`config.mk`:
```
export PLATFORM = sky130hd
export DESIGN_NAME = sequential_shifter
export DESIGN_NICKNAME = d
export VERILOG_FILES = /design/src/rtl/shifter_pkg.sv /design/src/rtl/shift_step.sv /design/src/rtl/sequential_shifter.sv
export SDC_FILE = /design/constraint.sdc
export NUM_CORES = 1
export LEC_CHECK = 0
export BUFFER_PORTS_ARGS = -buffer_cell sky130_fd_sc_hd__buf_2
export CORE_MARGIN = 3
export CORE_UTILIZATION = 50
export CTS_CLUSTER_SIZE = 30
export DETAILED_ROUTE_END_ITERATION = 8
export GPL_TIMING_DRIVEN = 0
export PLACE_DENSITY = 0.86
export SLEW_MARGIN = 0
export SYNTH_ARGS = -nofsm -noshare
export SYNTH_HDL_FRONTEND = slang
export SYNTH_SLANG_ARGS = --single-unit
```
`constraint.sdc`:
```
create_clock -name clock -period 1.65 [get_ports clock]
set_input_delay 0.165 -clock clock [delete_from_list [all_inputs] [get_ports clock]]
set_output_delay 0.165 -clock clock [all_outputs]
set_load 0.02 [all_outputs]
```
`src/rtl/shifter_pkg.sv`:
```
// Shared types for the multi-cycle shift unit: FSM state encoding and the
// nibble step size used when SEQUENTIAL_SHIFTER_NIBBLE_STEP_EN is defined.
package shifter_pkg;

  typedef enum logic [1:0] {
    IDLE,
    SHIFT,
    DONE
  } state_t;

  localparam int NIBBLE_STEP = 4;

endpackage

```
`src/rtl/shift_step.sv`:
```
// Combinational single step of the sequential shifter: moves the operand by
// one or NIBBLE_STEP positions, left with zero fill or right with zero/sign fill.
import shifter_pkg::*;

module shift_step #(
  parameter int XLEN = 32
) (
  input  logic [XLEN-1:0] data,
  input  logic            left,
  input  logic            arith,
  input  logic            nibble,
  output logic [XLEN-1:0] result
);

  logic fill;

  always_comb begin
    fill = arith & data[XLEN-1];
    result = data;
    if (left) begin
      result = nibble ? {data[XLEN-NIBBLE_STEP-1:0], {NIBBLE_STEP{1'b0}}}
                      : {data[XLEN-2:0], 1'b0};
    end else begin
      result = nibble ? {{NIBBLE_STEP{fill}}, data[XLEN-1:NIBBLE_STEP]}
                      : {fill, data[XLEN-1:1]};
    end
  end

endmodule

```
`src/rtl/sequential_shifter.sv`:
```
// Multi-cycle logical/arithmetic shifter with valid/ready on both sides.
// Define SEQUENTIAL_SHIFTER_NIBBLE_STEP_EN to step 4 positions while >= 4 remain.
import shifter_pkg::*;

module sequential_shifter #(
  parameter int XLEN = 32
) (
  input  logic                    clock,
  input  logic                    reset,
  input  logic                    valid_in,
  output logic                    ready_out,
  input  logic [XLEN-1:0]         in_data,
  input  logic [$clog2(XLEN)-1:0] shamt,
  input  logic                    left_or_right_shift,
  input  logic                    arithmetic_right_shift,
  output logic                    valid_out,
  input  logic                    ready_in,
  output logic [XLEN-1:0]         out_data
);

  localparam int SHW = $clog2(XLEN);

  state_t          state;
  logic [XLEN-1:0] data_reg;
  logic [SHW-1:0]  remaining;
  logic            left_mode;
  logic            arith_mode;
  logic            use_nibble;
  logic [SHW-1:0]  step_amt;
  logic [XLEN-1:0] step_result;

`ifdef SEQUENTIAL_SHIFTER_NIBBLE_STEP_EN
  assign use_nibble = (remaining >= SHW'(NIBBLE_STEP));
`else
  assign use_nibble = 1'b0;
`endif

  assign step_amt = use_nibble ? SHW'(NIBBLE_STEP) : SHW'(1);

  shift_step #(
    .XLEN(XLEN)
  ) u_step (
    .data  (data_reg),
    .left  (left_mode),
    .arith (arith_mode),
    .nibble(use_nibble),
    .result(step_result)
  );

  // Handshake outputs are registered alongside the state so that neither
  // valid_in nor ready_in can reach an output combinationally.
  always_ff @(posedge clock) begin
    if (reset) begin
      state      <= IDLE;
      ready_out  <= 1'b1;
      valid_out  <= 1'b0;
      data_reg   <= '0;
      remaining  <= '0;
      left_mode  <= 1'b0;
      arith_mode <= 1'b0;
    end else begin
      case (state)
        IDLE: begin
          if (valid_in) begin
            data_reg   <= in_data;
            remaining  <= shamt;
            left_mode  <= left_or_right_shift;
            arith_mode <= arithmetic_right_shift;
            ready_out  <= 1'b0;
            if (shamt == '0) begin
              state     <= DONE;
              valid_out <= 1'b1;
            end else begin
              state <= SHIFT;
            end
          end
        end
        SHIFT: begin
          data_reg  <= step_result;
          remaining <= remaining - step_amt;
          if (remaining == step_amt) begin
            state     <= DONE;
            valid_out <= 1'b1;
          end
        end
        DONE: begin
          if (ready_in) begin
            state     <= IDLE;
            valid_out <= 1'b0;
            ready_out <= 1'b1;
          end
        end
        default: begin
          state     <= IDLE;
          valid_out <= 1'b0;
          ready_out <= 1'b1;
        end
      endcase
    end
  end

  assign out_data = data_reg;

endmodule

```
# Word-level counts from Yosys, hierarchy flattened
# Index checks and enable logic that the tools add are counted.
[op_classes]
addsub = 1
eq_ne = 7
n_mux = 18
n_bitwise = 2
reduce_logical = 8
[ops]
columns = ["op", "n"]
rows = [
  ["two-way mux 32 bit", 2],
  ["case mux 32 bit (2 select lines)", 1],
  ["case mux 5 bit (2 select lines)", 1],
  ["two-way mux 2 bit", 4],
  ["inequality test 2 bit, second input constant", 4],
  ["two-way mux 1 bit", 6],
  ["case mux 1 bit (3 select lines)", 2],
  ["case mux 2 bit (3 select lines)", 1],
  ["AND reduction 3 bit", 2],
  ["equality test 5 x 1 -> 1 bit, second input constant", 1],
  ["zero test 5 bit", 1],
  ["two-way mux 5 bit", 1],
  ["subtractor 5 x 1 -> 5 bit, second input constant", 1],
  ["AND reduction 2 bit", 2],
  ["AND reduction 4 bit", 1],
  ["equality test 2 x 1 -> 1 bit, second input constant", 1],
  ["equality test 2 bit, second input constant", 1],
  ["zero test 2 bit", 1],
  ["nonzero test 2 bit", 1],
  ["bitwise AND 1 bit", 1],
  ["NOT 1 bit", 1],
]
[totals]
register_bits = 43
in_bits = 43
wordCells = 43

# Longest topological paths before layout
[logic_depth]
depth_word = 4
depth_mapped = 6
mapped_depth_nobuf = 6

# By module
# From an unflattened synthesis, not the netlist that was laid out.
[hier_totals]
cells_unflattened = 305
area_unflattened_um2 = 2841.5
[by_module_without_submodules]
columns = ["module", "n_inst", "cells_per_inst", "area_per_inst_um2", "seq_area_each_um2"]
rows = [
  ["sequential_shifter", 1, 254, 2019.4, 860.8],
  ["shift_step", 1, 51, 822.0, 0.0],
]

# Worst setup path before layout
# Ideal clock, no wire load.
[synth_timing]
path_type = "register to register"
startpoint = "reg left_mode"
endpoint = "reg data_reg[25] (netlist: out_data[25])"
setup_time_ns = 0.141
arrival_ns = 1.171
slack_ns = 0.339
stages_incl_launch_ff = 6
synth_period_minus_slack_ns = 1.311
cell_sequence = "dfxtp_1 > buf_6 > buf_6 > mux2_4 > a221oi_2 > nor3_2"
[synth_between]
elab_chain_len = 2
[synth_lines]
columns = ["item", "line", "source"]
rows = [
  ["start: declaration", "sequential_shifter.sv:26", "logic left_mode;"],
  ["start signal: assignment", "sequential_shifter.sv:67", "left_mode <= left_or_right_shift;"],
  ["two-way mux 32 bit", "shift_step.sv:20", "if (left) begin"],
  ["case mux 32 bit (2 select lines)", "sequential_shifter.sv:62", "case (state)"],
  ["end signal: assignment", "sequential_shifter.sv:65", "data_reg <= in_data;"],
  ["end signal: assignment", "sequential_shifter.sv:79", "data_reg <= step_result;"],
  ["end: declaration", "sequential_shifter.sv:24", "logic [XLEN-1:0] data_reg;"],
]
# No other way between the ends.
# A chain may end at the register's enable or synchronous reset.

# Worst setup path in the final report
[layout_timing]
startpoint = "reg remaining[1]"
endpoint = "reg valid_out"
[layout_between]
elab_chain_len = 3
[layout_lines]
columns = ["item", "line", "source"]
rows = [
  ["start: declaration", "sequential_shifter.sv:25", "logic [SHW-1:0] remaining;"],
  ["start signal: assignment", "sequential_shifter.sv:66", "remaining <= shamt;"],
  ["start signal: assignment", "sequential_shifter.sv:80", "remaining <= remaining - step_amt;"],
  ["equality test 5 x 1 -> 1 bit", "sequential_shifter.sv:81", "if (remaining == step_amt) begin"],
  ["inequality test 2 bit (no line)", "--", ""],
  ["AND reduction 4 bit (no line)", "--", ""],
  ["end signal: assignment", "sequential_shifter.sv:83", "valid_out <= 1'b1;"],
  ["end signal: assignment", "sequential_shifter.sv:89", "valid_out <= 1'b0;"],
  ["end signal: assignment", "sequential_shifter.sv:95", "valid_out <= 1'b0;"],
  ["end: declaration", "sequential_shifter.sv:16", "output logic valid_out,"],
]
# No other way between the ends.

==> results.ini <==
[critical_path]
r2r-start = remaining[1]
cp-end-kind = flop
start_kind = flop
crit_type = reg2reg
path_max_fanout = 3
worstPathCellList = inv_1, ha_1, nor4b_1, nor2_1, nor3_2, o221a_2
crit_arrival_ns = 1.72
crit_buf_inv = 1
slowest_delay_ns = 0.33
worstRegToRegCells = 6
slowest_stage = dfxtp_1
crit_start = remaining[1]
r2r_setup_slack_ns = 0.18
crit_family = simple AND/OR/NAND/NOR gates
cp.required_ns = 1.90
rr_endpoint = valid_out

[logic_synthesis]
ys_ff_latch = 43
synth_flop_cell = dfxtp_1
synth_top_area_frac = 0.312
async_reset_ff_frac = 0
synth_top_cell_by_area = dfxtp_1
synth_cell_types = 37
synth_nets = 303
yosysWarnings = 0
ys_top_cells_by_area = dfxtp_1, a221oi_2, mux2_4
syn_inst = 258
avgSynthCellArea_sq_um = 10.7
synth-edff-count = 0
synth_seq_area_share = 0.312
synth_area_sq_um = 2760

[drt]
firstDrtPassIters = 7
wl_per_cell_um = 16.1
drc = 0
drt-total-wl_mm = 6.63
viasPerCell = 5.63
num_vias = 2313
drtAntennaViolNets = 0
drt-initial-drc-count = 110

[timing]
tightestPinTransition_ns = 0.682
finalHoldViolations = 0
rsz0062_at_grt = false
fmax_mhz = 679
slew_violations = 0
slew-limit-headroom = 0.545
min_period_over_period = 0.892
tns_ns = 0
setup_violations = 0
min_period_ns = 1.47
skew_ns = 0.00758
whs_ns = 0.117

[clock_network]
post_cts_resized = 0
htree_levels = 2
cts_made_buffers = 5
cts.sinks = 43
cts_setup_buffers = 0
clockBufferDepth = 2
cts.clk_slew.worst_paths_ns = 0.08
clock_latency_ns = 0.30
clockRootBuffer = clkbuf_8
cts_tree = yes
cts_hold_buffers = 0

[pwr]
peakVddDrop_v = 0.000564
p_per_area_nw_per_um2 = 1120
p_leak_nw = 1.41

[die]
die_w_um = 80.2
fp.coreArea_sq_um = 5200
die-area_sq_um = 6440
design.portCount = 77
start_util = 0.529
row_count = 26
dieHeight_um = 80.2

[min_path]
hp-start = arithmetic_right_shift
whs_path_depth = 3
hold_end = arith_mode
hp-class = in2reg

[global_routing]
grt_pass1_vias = 2175
antenna_found_initial = 0
grt_overflow = 0
grt_pass1_wl_mm = 10.5
grt_max_degree = 13
track_usage = 0.209

[layout]
syn2layout_area_growth_pct = 19.8
num_antenna_cells = 0
drive_gt1_frac = 0.557
fin_util = 0.634
nets = 385

[run]
drv_cap = 0

[outcome]
outcome = finished, final reports clean

[place]
io_buffers = 75
dp_hpwl_mm = 4.96
place.gp.congestion = 0.887

## where the power goes
group	internal, mW	leakage (nW)	total [mW]	switching (mW)
clock	0.297	0.0422	0.649	0.351
sequential	1.21	0.357	1.38	0.170
combinational	0.745	1.01	1.66	0.913
total	2.25	1.41	3.68	1.43
## cell type report
cell class / count / area [sq um]
plain buffers: 26 / 218
clock buffers: 7 / 76.3
clock inverters: 1 / 5.00
fillers: 454 / 1910
inverters: 6 / 22.5
multi-input cells: 183 / 1650
flip-flops and latches: 43 / 861
well taps: 70 / 87.6
repair buffers: 75 / 375
## worst reg2reg max path, delay by kind of cell, from the launching register on
family,cells,cell delay (ns)
flops,1,0.33
fa+ha+maj,1,0.16
simple gates,3,0.63
buf+inv,1,0.09
compound gates,1,0.22
## registers in the layout (all words and copies together) (netlist names)
name and flops:
out_data 32, remaining 5, state 2, arith_mode 1, left_mode 1, ready_out 1
valid_out 1
## kinds of logic after synthesis
family,count (synthesis),share of synthesized area
adders and majority gates,2,0.00908
and+or+nand+nor,91,0.198
muxes,30,0.157
DFF,43,0.312
xor gates and xnor gates,2,0.00636
buffers and inverters,32,0.0872
AOI/OAI and AO/OA,58,0.231
## stage by stage
stage               total power [mW]  area (sq um)  std cells  setup slack (ns)
finish                          3.68          3300        411             0.178
global route                    3.91          3300        411            0.0730
CTS                             3.71          3300        411             0.176
detailed placement              3.06          3220        403             0.223
global placement                3.00          3220        403             0.259
floorplan                       2.64          2760        258             0.339
## layer usage
layer	up-vias	GRT usage	routed length, um
li1	1124	-	-
met1	1099	0.273	2860
met2	75	0.339	3230
met3	15	0.0460	422
met4	0	0.0709	124
met5	-	0	0
## cell usage in the layout (no fill, tap or decap), types with 2 or more instances in the layout
cell       n
o21ai_0    4
dfxtp_1   43
a221oi_2  28
nor3b_1    2
clkbuf_1   6
xor2_1     2
buf_6      7
a211oi_1   3
buf_4      8
clkbuf_8   5
a21oi_1   11
mux2_4    25
nand2b_1   2
nor2_1    36
buf_12     2
buf_2     79
mux2_2     5
nor3_2    25
nand2_1   10
nor3_1    11
inv_1      5
ha_1       2
o221ai_1   4
## worst max path at each step
stage,endpoint,slack (ns),cells after the start
after floorplan,out_data[25],0.34,5
after global placement,out_data[28],0.26,5
after detailed placement,out_data[20],0.22,6
after CTS,valid_out,0.18,6
after global routing,valid_out,0.07,5
final,valid_out,0.18,6
## cell usage after synthesis, types with 3 or more instances
master	number
buf_4	8
a211oi_1	3
nor3_1	11
o221ai_1	4
buf_6	7
a221oi_2	28
mux2_4	25
clkbuf_1	4
nand2_1	10
nor2_1	36
mux2_2	5
buf_2	4
nor3_2	25
a21oi_1	11
dfxtp_1	43
o21ai_0	4
inv_1	5
Note: power is estimated with default switching activity, not from simulation.
